**src/rtl/seg_scan_ctrl_if.sv**
```systemverilog
// rtl/seg_scan_ctrl_if.sv - CPU write path and display pins of the seven-segment scan controller
// blink_mask exists only when SEG_BLINK_EN is defined.
interface seg_scan_ctrl_if;
  logic        wr_en;
  logic [15:0] wr_data;
  logic [3:0]  dp_mask;
  logic        lzb;
  logic        disp_on;
`ifdef SEG_BLINK_EN
  logic [3:0]  blink_mask;
`endif
  logic        upd_pending;
  logic        frame_tick;
  logic [3:0]  segan_en;
  logic [7:0]  segans;

  modport master (
    output wr_en, wr_data, dp_mask, lzb, disp_on,
`ifdef SEG_BLINK_EN
    output blink_mask,
`endif
    input  upd_pending, frame_tick, segan_en, segans
  );

  modport slave (
    input  wr_en, wr_data, dp_mask, lzb, disp_on,
`ifdef SEG_BLINK_EN
    input  blink_mask,
`endif
    output upd_pending, frame_tick, segan_en, segans
  );
endinterface

```
**src/rtl/seg_scan_ctrl.sv**
```systemverilog
// rtl/seg_scan_ctrl.sv - four-digit seven-segment scan controller with frame-synchronous value update
// Define SEG_BLINK_EN to add per-digit blinking driven by blink_mask.
module seg_scan_ctrl #(
  parameter int SCAN_DIV     = 100000,
  parameter int BLANK_CYC    = 2,
  parameter int BLINK_FRAMES = 32
) (
  input logic            clk,
  input logic            reset,
  seg_scan_ctrl_if.slave bus
);
  localparam int            CW       = $clog2(SCAN_DIV);
  localparam logic [CW-1:0] CNT_LAST = CW'(SCAN_DIV - 1);

  generate
    if (SCAN_DIV < 2 || BLANK_CYC < 0 || BLANK_CYC >= SCAN_DIV || BLINK_FRAMES < 1) begin : g_bad_params
      $error("seg_scan_ctrl: illegal parameter combination");
    end
  endgenerate

  logic [CW-1:0] cnt;
  logic [1:0]    idx;
  logic [15:0]   shadow;
  logic [15:0]   disp;
  logic          pending;
  logic          boundary;

  assign boundary = (idx == 2'd3) && (cnt == CNT_LAST);

  always_ff @(posedge clk) begin
    if (!reset) begin
      cnt     <= '0;
      idx     <= 2'd0;
      shadow  <= 16'h0000;
      disp    <= 16'h0000;
      pending <= 1'b0;
    end else begin
      if (cnt == CNT_LAST) begin
        cnt <= '0;
        idx <= idx + 2'd1;
      end else begin
        cnt <= cnt + 1'b1;
      end
      // A write landing on the boundary itself bypasses the shadow entirely.
      if (boundary) begin
        if (bus.wr_en) begin
          disp    <= bus.wr_data;
          pending <= 1'b0;
        end else if (pending) begin
          disp    <= shadow;
          pending <= 1'b0;
        end
      end else if (bus.wr_en) begin
        shadow  <= bus.wr_data;
        pending <= 1'b1;
      end
    end
  end

  function automatic logic [6:0] hex_to_seg(input logic [3:0] nib);
    logic [6:0] seg;
    case (nib)
      4'h0: seg = 7'h3F;
      4'h1: seg = 7'h06;
      4'h2: seg = 7'h5B;
      4'h3: seg = 7'h4F;
      4'h4: seg = 7'h66;
      4'h5: seg = 7'h6D;
      4'h6: seg = 7'h7D;
      4'h7: seg = 7'h07;
      4'h8: seg = 7'h7F;
      4'h9: seg = 7'h6F;
      4'hA: seg = 7'h77;
      4'hB: seg = 7'h7C;
      4'hC: seg = 7'h39;
      4'hD: seg = 7'h5E;
      4'hE: seg = 7'h79;
      4'hF: seg = 7'h71;
    endcase
    return seg;
  endfunction

  logic       slot_live;
  logic [3:0] blink_kill;

  // The first BLANK_CYC cycles of each slot keep all anodes off to avoid ghosting.
  generate
    if (BLANK_CYC == 0) begin : g_no_blank
      assign slot_live = 1'b1;
    end else begin : g_blank
      assign slot_live = (cnt >= CW'(BLANK_CYC));
    end
  endgenerate

`ifdef SEG_BLINK_EN
  localparam int FW = $clog2(BLINK_FRAMES + 1);

  logic [FW-1:0] frame_cnt;
  logic          blink_on;

  always_ff @(posedge clk) begin
    if (!reset) begin
      frame_cnt <= '0;
      blink_on  <= 1'b1;
    end else if (boundary) begin
      if (frame_cnt == FW'(BLINK_FRAMES - 1)) begin
        frame_cnt <= '0;
        blink_on  <= ~blink_on;
      end else begin
        frame_cnt <= frame_cnt + 1'b1;
      end
    end
  end

  assign blink_kill = blink_on ? 4'b0000 : bus.blink_mask;
`else
  assign blink_kill = 4'b0000;
`endif

  logic [3:0] nib;
  logic       lead_zero;
  logic [3:0] en_sel;
  logic [7:0] seg_out;

  always_comb begin
    nib = disp[{idx, 2'b00} +: 4];
    // A digit is a leading zero when it and every digit to its left are zero.
    case (idx)
      2'd3:    lead_zero = (disp[15:12] == 4'h0);
      2'd2:    lead_zero = (disp[15:8] == 8'h00);
      2'd1:    lead_zero = (disp[15:4] == 12'h000);
      default: lead_zero = 1'b0;
    endcase
    seg_out = {bus.dp_mask[idx], (bus.lzb && lead_zero) ? 7'h00 : hex_to_seg(nib)};
    en_sel  = (bus.disp_on && slot_live) ? (4'b0001 << idx) : 4'b0000;
  end

  assign bus.segan_en    = en_sel & ~blink_kill;
  assign bus.segans      = seg_out;
  assign bus.frame_tick  = boundary;
  assign bus.upd_pending = pending;
endmodule
```
**src/flat_wrapper.sv**
```systemverilog
// flat-port wrapper written by rule: the top's interface ports become plain ports
module seg_scan_ctrl_flat 
#(
  parameter int SCAN_DIV     = 100000,
  parameter int BLANK_CYC    = 2,
  parameter int BLINK_FRAMES = 32
)
  (clk, reset, bus_wr_en, bus_wr_data, bus_dp_mask, bus_lzb, bus_disp_on, bus_upd_pending, bus_frame_tick, bus_segan_en, bus_segans);
  seg_scan_ctrl_if bus_i ();
  input logic clk;
  input logic reset;
  input wire logic [$bits(bus_i.wr_en)-1:0] bus_wr_en;
  input wire logic [$bits(bus_i.wr_data)-1:0] bus_wr_data;
  input wire logic [$bits(bus_i.dp_mask)-1:0] bus_dp_mask;
  input wire logic [$bits(bus_i.lzb)-1:0] bus_lzb;
  input wire logic [$bits(bus_i.disp_on)-1:0] bus_disp_on;
  output wire logic [$bits(bus_i.upd_pending)-1:0] bus_upd_pending;
  output wire logic [$bits(bus_i.frame_tick)-1:0] bus_frame_tick;
  output wire logic [$bits(bus_i.segan_en)-1:0] bus_segan_en;
  output wire logic [$bits(bus_i.segans)-1:0] bus_segans;
  assign bus_i.wr_en = bus_wr_en;
  assign bus_i.wr_data = bus_wr_data;
  assign bus_i.dp_mask = bus_dp_mask;
  assign bus_i.lzb = bus_lzb;
  assign bus_i.disp_on = bus_disp_on;
  assign bus_upd_pending = bus_i.upd_pending;
  assign bus_frame_tick = bus_i.frame_tick;
  assign bus_segan_en = bus_i.segan_en;
  assign bus_segans = bus_i.segans;
  seg_scan_ctrl #(.SCAN_DIV(SCAN_DIV), .BLANK_CYC(BLANK_CYC), .BLINK_FRAMES(BLINK_FRAMES)) u_core (.clk(clk), .reset(reset), .bus(bus_i));
endmodule
```
**config.mk**
```make
export PLATFORM = sky130hd
export DESIGN_NAME = seg_scan_ctrl_flat
export DESIGN_NICKNAME = d
export VERILOG_FILES = /design/src/rtl/seg_scan_ctrl_if.sv /design/src/rtl/seg_scan_ctrl.sv /design/src/flat_wrapper.sv
export SDC_FILE = /design/constraint.sdc
export NUM_CORES = 1
export LEC_CHECK = 0
export ABC_AREA = 0
export ABC_CLOCK_PERIOD_IN_PS = 5700
export CORE_ASPECT_RATIO = 1.25
export CORE_MARGIN = 2
export CORE_UTILIZATION = 40
export DETAILED_ROUTE_END_ITERATION = 8
export HOLD_SLACK_MARGIN = 0.1
export PLACE_DENSITY = 0.72
export REMOVE_ABC_BUFFERS = 1
export SLEW_MARGIN = 0
export SYNTH_ARGS = -nofsm -noshare
export SYNTH_HDL_FRONTEND = slang
export SYNTH_SLANG_ARGS = --single-unit
```
**constraint.sdc**
```tcl
create_clock -name clk -period 5.7 [get_ports clk]
set_input_delay 1.14 -clock clk [delete_from_list [all_inputs] [get_ports clk]]
set_output_delay 1.14 -clock clk [all_outputs]
set_load 0.02 [all_outputs]
```
==> results.json <==
{
  "rsz0062_at_grt": "no",
  "hold_viol_final": 0,
  "synth-seq-cells": 52,
  "p_per_area_nw_per_um2": 188.1,
  "grt_max_degree": 69,
  "cts_hold_buf": 0,
  "crit_type": "reg -> out",
  "die_area_um2": 8312,
  "dr.pass1.iters": 4,
  "multi_input_area_um2": 1878,
  "holdWs_ns": 0.4610,
  "period_share_pct": 78.52,
  "fillers": 707,
  "cp-end-kind": "primary output",
  "gr-usage-all-layers_pct": 16.56,
  "status": "completed",
  "max-slew-margin-rel_pct": 28.79,
  "skew_ns": 0.01095,
  "max_freq_mhz": 223.4,
  "final_max_slew_viol_count": 0,
  "vias_per_cell": 5.343,
  "worstPathArrival_ns": 3.34,
  "syn_inst": 342,
  "crit_path_start": "u_core.idx[0]$_SDFFE_PN0P_",
  "pre_cts_slack_ns": 1.557,
  "htreeDepth": 2,
  "clkSinkCount": 52,
  "ir_drop_v": 0.0001228,
  "drt_iter0_markers": 143,
  "nets": 409,
  "yosysSeqAreaShare_pct": 34.27,
  "ff_latch_area_um2": 1041,
  "crit_path_end": "bus_segans[0]",
  "ctsLongestPathBuffers": 2,
  "final_util_pct": 48.37,
  "final.setup.worst_slack_ns": 1.224,
  "path_clk_slew_ns": 0.10,
  "required_ns": 4.56,
  "drive_above_1_share_pct": 11.29,
  "io_pins": 39,
  "avgSynthCellArea_um2": 8.883,
  "cts_root_buffer": "clkbuf_8",
  "grt_pass1_vias": 2330,
  "synth_cell_types": 37,
  "reg2reg_to": "u_core.cnt[5]$_SDFF_PP0_",
  "reg2reg_from": "u_core.cnt[11]$_SDFF_PP0_",
  "die_h_um": 101.4,
  "finalPower_uw": 669.3,
  "numCtsBuffers": 5,
  "die_w_um": 81.95,
  "leakagePower_uw": 0.001287,
  "tightest_slew_ns": 1.061,
  "portBuffers": 38,
  "wire_per_inst_um": 13.88,
  "clk_latency_ns": 0.31,
  "finalCriticalPeriod_ns": 4.476,
  "critPathMaxFanout": 11,
  "cts-resized-gates": 0,
  "coreArea_um2": 7357,
  "routed_wl_um": 6440,
  "rows": 35,
  "post-route-drc-count": 0,
  "grt_pass1_wl_um": 10770,
  "maxCapViolCount": 0,
  "postRouteAntennaNets": 0,
  "start_util_pct": 41.29,
  "synth_area_um2": 3038,
  "grt_overflow_total": 0,
  "gp_congestion": 0.8358,
  "setup_tns_ns": 0,
  "cts_tree": "done",
  "antenna_found_initial": 0,
  "yosys_warnings": 0,
  "vias": 2479,
  "reg2reg_depth": 4,
  "cts_setup_buffers": 0,
  "worstSetupStartpointType": "register",
  "diodes": 0,
  "hpwl_um": 4662,
  "setup.reg_to_reg.worst_slack_ns": 3.21,
  "min_path_type": "reg -> reg",
  "layout_commonest_cell": "nand2_1",
  "finalSetupViolCount": 0,
  "syn_to_final_growth_pct": 17.13,
  "final_cell_mix": "71 x nand2_1, 52 x dfxtp_1, 38 x mux2i_1"
}
## metal layers
layer / up-vias / share of wire [%] / GRT usage, %
li1: 1238 / - / -
met1: 1168 / 45 / 21.87
met2: 63 / 48 / 26.58
met3: 10 / 4.3 / 2.674
met4: 0 / 2.4 / 7.051
met5: - / 0 / 0
## sequential cells by signal, indices dropped and copies added (netlist names)
register and flops:
u_core.shadow 16, u_core.cnt 17, u_core.bus.upd_pending 1, u_core.idx 2, u_core.disp 16
## cell type report
class | count | share of cell area (%)
clock buffer | 6 | 2.321
clock inverter | 2 | 0.2813
inverter | 9 | 0.9494
multi-input combinational | 262 | 52.78
sequential | 52 | 29.25
tap | 92 | 3.235
timing repair buffer | 41 | 11.18
## synthesized netlist by cell type, drive strengths merged
| library cell | number | area [um^2] |
|---|---|---|
| nor3 | 6 | 30.03 |
| xnor2 | 11 | 96.34 |
| nand2 | 71 | 266.5 |
| or4 | 4 | 33.78 |
| nand3 | 10 | 50.05 |
| nor2b | 2 | 12.51 |
| a41oi | 1 | 8.760 |
| or3 | 2 | 12.51 |
| mux2i | 38 | 380.4 |
| nor3b | 3 | 22.52 |
| xor2 | 7 | 61.31 |
| nand2b | 4 | 25.02 |
| ha | 13 | 162.7 |
| a221oi | 2 | 17.52 |
| dfxtp | 52 | 1041 |
| and4 | 4 | 35.03 |
| clkbuf | 14 | 52.55 |
| or4b | 1 | 10.01 |
| mux2 | 21 | 236.5 |
| inv | 9 | 33.78 |
| nor4 | 8 | 65.06 |
| o21ai | 5 | 25.02 |
| buf | 5 | 36.28 |
| mux4 | 5 | 112.6 |
| a21boi | 1 | 7.510 |
| a311oi | 2 | 17.52 |
| o31ai | 1 | 7.510 |
| nor2 | 28 | 105.1 |
| nor4b | 1 | 8.760 |
| and2 | 2 | 12.51 |
| a21oi | 4 | 20.02 |
| nand4 | 5 | 31.28 |
## report_power, final
group,switching (uW),total (uW),internal [uW],leakage (uW)
sequential,5.53,378,372,0.000423
clock,123,220,97.3,0.0000510
combinational,32.6,71.3,38.7,0.000813
total,161,669,508,0.00129
## worst min path at each step
| stage | start | depth (start not counted) | slack (ns) | to |
|---|---|---|---|---|
| 5_1_grt | u_core.shadow[12]$_SDFFE_PN0P_ | 2 | 0.49 | u_core.shadow[12]$_SDFFE_PN0P_ |
| 4_1_cts | u_core.shadow[11]$_SDFFE_PN0P_ | 2 | 0.46 | u_core.shadow[11]$_SDFFE_PN0P_ |
| 3_5_place_dp | u_core.shadow[2]$_SDFFE_PN0P_ | 2 | 0.45 | u_core.shadow[2]$_SDFFE_PN0P_ |
| 6_report | u_core.shadow[5]$_SDFFE_PN0P_ | 2 | 0.46 | u_core.shadow[5]$_SDFFE_PN0P_ |
| 3_3_place_gp | u_core.shadow[15]$_SDFFE_PN0P_ | 2 | 0.44 | u_core.shadow[15]$_SDFFE_PN0P_ |
| 2_1_floorplan | u_core.cnt[0]$_SDFF_PP0_ | 1 | 0.43 | u_core.cnt[0]$_SDFF_PP0_ |
## stage by stage
stage               std cells  cell area [um^2]
floorplan                 323              2949
global placement          456              3466
detailed placement        456              3466
CTS                       464              3558
global route              464              3558
finish                    464              3558
## kinds of logic after synthesis
| logic type | after synthesis | share of synthesized area, % |
|---|---|---|
| buffers and inverters | 28 | 4.036 |
| muxes | 64 | 24.01 |
| adders and majority gates | 13 | 5.354 |
| xor gates and xnor gates | 18 | 5.189 |
| AOI/OAI and AO/OA | 16 | 3.419 |
| DFF | 52 | 34.27 |
| and+or+nand+nor | 151 | 23.72 |
## worst max-delay path, stage by stage (launching register included)
cell and delay [ns]:
dfxtp_1 0.66, mux4_2 0.64, ha_1 0.28, or4_1 0.52, a41oi_1 0.26, clkdlybuf4s50_1 0.65
Note: power is estimated with default switching activity, not from simulation.
